### src/rtl/i2s_audio_transmitter.sv
// I2S transmitter: 64 bit-clock frames, two 32-bit slots, MSB first, samples left-justified.
// Generates sck/ws from clk and accepts one stereo pair per frame via valid/ready.
module i2s_audio_transmitter #(
  parameter int clk_mhz         = 50,
  parameter int w_sample        = 16,
  parameter int sck_half_period = 8
) (
  input  logic                clk,
  input  logic                rst,
  input  logic [w_sample-1:0] left,
  input  logic [w_sample-1:0] right,
  input  logic                sample_valid,
  output logic                sample_ready,
  output logic                underrun,
  output logic                sck,
  output logic                ws,
  output logic                sd
);

  localparam int DW = (sck_half_period > 1) ? $clog2(sck_half_period) : 1;
  localparam logic [DW-1:0] DIV_LAST = DW'(sck_half_period - 1);

  if (clk_mhz < 1 || w_sample < 1 || w_sample > 32 || sck_half_period < 1) begin : g_param_check
    $error("i2s_audio_transmitter: parameter out of range");
  end

  logic [DW-1:0]       div_q, div_d;
  logic                sck_q, sck_d;
  logic [5:0]          slot_q, slot_d;
  logic                ws_q, ws_d;
  logic                sd_q, sd_d;
  logic [w_sample-1:0] left_q, left_d;
  logic [w_sample-1:0] right_q, right_d;
  logic [63:0]         sh_q, sh_d;

  logic                tick;
  logic                fall;
  logic                boundary;
  logic [63:0]         frame_w;

  always_comb begin
    tick     = (div_q == DIV_LAST);
    fall     = tick & sck_q;
    boundary = fall & (slot_q == 6'd63);

    div_d   = tick ? '0 : div_q + DW'(1);
    sck_d   = tick ? ~sck_q : sck_q;
    slot_d  = slot_q;
    ws_d    = ws_q;
    sd_d    = sd_q;
    sh_d    = sh_q;
    left_d  = left_q;
    right_d = right_q;

    if (boundary && sample_valid) begin
      left_d  = left;
      right_d = right;
    end

    // Bit (63 - s) of frame_w is the sd value for slot s; a 32-bit right LSB falls off the end.
    frame_w = (64'(left_d) << (63 - w_sample))
            | ((64'(right_d) << 31) >> w_sample);

    if (fall) begin
      slot_d = slot_q + 6'd1;
      ws_d   = slot_d[5];
      if (boundary) begin
        sd_d = frame_w[63];
        sh_d = {frame_w[62:0], 1'b0};
      end else begin
        sd_d = sh_q[63];
        sh_d = {sh_q[62:0], 1'b0};
      end
    end
  end

  always_ff @(posedge clk) begin
    if (rst) begin
      div_q   <= '0;
      sck_q   <= 1'b0;
      slot_q  <= 6'd63;
      ws_q    <= 1'b1;
      sd_q    <= 1'b0;
      left_q  <= '0;
      right_q <= '0;
      sh_q    <= '0;
    end else begin
      div_q   <= div_d;
      sck_q   <= sck_d;
      slot_q  <= slot_d;
      ws_q    <= ws_d;
      sd_q    <= sd_d;
      left_q  <= left_d;
      right_q <= right_d;
      sh_q    <= sh_d;
    end
  end

  assign sample_ready = boundary;
  assign underrun     = boundary & ~sample_valid;
  assign sck          = sck_q;
  assign ws           = ws_q;
  assign sd           = sd_q;

endmodule
### config.mk
export PLATFORM = sky130hd
export DESIGN_NAME = i2s_audio_transmitter
export DESIGN_NICKNAME = d
export VERILOG_FILES = /design/src/rtl/i2s_audio_transmitter.sv
export SDC_FILE = /design/constraint.sdc
export NUM_CORES = 1
export LEC_CHECK = 0
export CAP_MARGIN = 10
export CORE_UTILIZATION = 55
export CTS_CLUSTER_DIAMETER = 30
export CTS_CLUSTER_SIZE = 16
export DETAILED_ROUTE_END_ITERATION = 8
export HOLD_SLACK_MARGIN = 0.15
export PLACE_DENSITY_LB_ADDON = 0.08
export SLEW_MARGIN = 0
export SYNTH_ARGS = -nofsm -noshare
export SYNTH_HDL_FRONTEND = slang
export SYNTH_SLANG_ARGS = --single-unit
### constraint.sdc
create_clock -name clk -period 2 [get_ports clk]
set_input_delay 0.5 -clock clk [delete_from_list [all_inputs] [get_ports clk]]
set_output_delay 0.5 -clock clk [all_outputs]
set_load 0.02 [all_outputs]
==> flow_summary.json <==
{
  "outcome": "completed",
  "hold_path_class": "reg2reg",
  "place_congestion": 0.776,
  "synthCells": 452,
  "synth_common_cells": "dfxtp_1, nand2_1, inv_1",
  "avgRoutedWirePerCell_um": 16.1,
  "ys_seq_area_frac": 0.431,
  "crit_buf_inv": 1,
  "final-seq-area_um2": 1820,
  "hp-start": "div_q[0]",
  "end_kind": "primary output",
  "die_x_um": 89.7,
  "fin_tns_setup_ns": 0,
  "antenna_found_initial": 0,
  "drc": 0,
  "yosysMostFrequentCell": "dfxtp_1",
  "rr_startpoint": "div_q[0]",
  "nFillCells": 595,
  "finalSetupViolCount": 0,
  "top_layer": "met4",
  "crit_required_ns": 1.50,
  "drive_gt1_frac": 0.187,
  "overflow": 0,
  "rsz0062_at_grt": "yes",
  "p_per_area_nw_per_um2": 654,
  "comb_power_share": 0.069,
  "fin_crit_ns": 1.96,
  "clkSinkCount": 91,
  "core_region_area_um2": 7330,
  "avgViaCountPerCell": 6.11,
  "num_antenna_cells": 0,
  "hold_end": "div_q[0]",
  "die-height_um": 89.7,
  "r2r_cells": 7,
  "cp-start-kind": "flip-flop",
  "grt_first_pass_wirelength_um": 15400,
  "whs_path_depth": 1,
  "clk_latency_ns": 0.36,
  "timing.rr.end": "right_q[1]",
  "drt_iter0_markers": 197,
  "ant_nets": 0,
  "synth_cell_type_count": 33,
  "seq_power_share": 0.560,
  "worstPathCellList": "ha_4 -> ha_4 -> and4_4 -> nand2_4 -> nor2_4 -> buf_6",
  "clk_pin_slew_worst_paths_ns": 0.09,
  "ctsHtreeMaxLevel": 3,
  "synth_top_cell_by_area": "dfxtp_1",
  "grt_util_all_layers": 0.246,
  "multi_input_comb_area_um2": 2030,
  "wl_met3_um": 456,
  "syn_area_per_cell_um2": 9.35,
  "port_buffers": 39,
  "path_delay_family": "simple AND/OR/NAND/NOR gates",
  "synth_warnings": 0,
  "synth_async_sr_flop_share": 0,
  "synthesis.nets": 490,
  "layout.nets": 514,
  "dieArea_um2": 8040,
  "ys_seq_elements": 91,
  "start_util": 0.576,
  "leakagePower_nw": 1.71,
  "peakVddDrop_mv": 0.437,
  "areaGrowthSynthToFinish_pct": 17.5,
  "cts_inserted_buffers": 9,
  "max_slew_margin": 0.660,
  "drt-pass1-iter-count": 4,
  "dr_total_vias": 3544,
  "p_int_mw": 2.42,
  "ys.flop_type": "dfxtp_1",
  "fmax_mhz": 509,
  "slowest_delay_ns": 0.36,
  "io_pins": 40,
  "fin_util": 0.677,
  "cts_buffer_depth": 2,
  "critPathKind": "reg2out",
  "wl_met1_um": 4320,
  "root_buffer": "clkbuf_8",
  "routed_wl_um": 9320,
  "grt_pass1_vias": 3408,
  "fin_crit_sh": 0.982,
  "hold_violations": 0,
  "drv_slew": 0,
  "rows": 31,
  "synth_edf_count": 0,
  "swShare": 0.254,
  "dp_hpwl_um": 5520,
  "reg2reg_slack_ns": 0.11,
  "grt_max_degree": 66,
  "synth_top_cell_area_share": 0.431,
  "path_max_fanout": 3,
  "clkPwrFrac": 0.370,
  "cts_tree": "built",
  "crit_arrival_ns": 1.46,
  "skew_ns": 0.0118,
  "crit_top_cell": "ha_4",
  "synthTopCellsByArea": "dfxtp_1, mux2_2, a311oi_1, a31o_1, nand2_1",
  "critPathSlowestCell": "dfxtp_2",
  "cap_viol_max_count": 0,
  "switchingPower_uw": 827,
  "worst_pin_slew_ns": 0.509,
  "netlist_area_um2": 4230,
  "wl_met2_um": 4420
}
logic make-up after synthesis:
| family | synth area share |
|---|---|
| AOI/OAI and AO/OA | 0.241 |
| and+or+nand+nor | 0.131 |
| DFF | 0.431 |
| buffers and inverters | 0.100 |
| muxes | 0.0850 |
| adders and majority gates | 0.00888 |
| xor gates and xnor gates | 0.00207 |
worst max path at each step:
stage / start / endpoint / slack [ns] / cells after the start
final: div_q[0] / underrun / 0.04 / 6
after global routing: div_q[0] / underrun / -0.03 / 6
after CTS: div_q[1] / underrun / 0.003 / 6
after detailed placement: div_q[0] / sample_ready / -0.15 / 6
after global placement: div_q[0] / sample_ready / -0.15 / 6
after floorplan: div_q[0] / sample_ready / 0.17 / 7
placed cells by master, fill, tap and decap left out, drive strengths merged, types with 5 or more instances in the layout:
cell            n
a21oi           5
a22o           17
a311oi         32
a31o           32
buf            28
clkbuf          9
clkdlybuf4s50  35
dfxtp          91
inv            39
mux2           31
nand2          66
nand4          31
o211ai         31
per-stage QoR:
step / std cells / instance area [um2] / worst slack [ns] / power [mW] / hold slack (ns)
final: 580 / 4970 / 0.0352 / 3.25 / 0.450
after global placement: 561 / 4700 / -0.146 / 2.08 / 0.418
after detailed placement: 561 / 4700 / -0.149 / 2.08 / 0.427
after floorplan: 452 / 4230 / 0.172 / 1.96 / 0.404
after CTS: 578 / 4940 / 0.00309 / 3.29 / 0.442
after global routing: 580 / 4970 / -0.0325 / 3.39 / 0.470
power by group through the flow:
stage / Sequential, mW / Combinational [mW] / Clock (mW)
global placement: 1.86 / 0.218 / 0
floorplan: 1.86 / 0.102 / 0
CTS: 1.82 / 0.225 / 1.24
finish: 1.82 / 0.225 / 1.20
detailed placement: 1.86 / 0.219 / 0
global route: 1.82 / 0.242 / 1.32
registers in the layout (all words and copies together), names as in the netlist:
| signal | count |
|---|---|
| sh_q | 48 |
| left_q | 16 |
| right_q | 16 |
| slot_q | 6 |
| div_q | 3 |
| sck | 1 |
| sd | 1 |
final cells by class:
class / count / area share
multi-input cells: 275 / 0.409
flip-flops and latches: 91 / 0.367
repair buffers: 64 / 0.133
inverters: 35 / 0.0265
clock buffers: 9 / 0.0249
well taps: 99 / 0.0249
clock inverters: 7 / 0.0139
timing repair:
action / CTS / global route
endpoints found under the setup margin: 20 / 35
resized for setup: 24 / 3
hold buffers: 0 / 0
pin swaps: 5 / 4
setup buffers: 1 / 2
routing by layer:
layer	global-route usage	vias to the layer above
met5	0	-
met3	0.0539	12
met1	0.318	1731
met4	0.0808	0
met2	0.407	84
li1	-	1717
(Power assumes the default switching activity.)
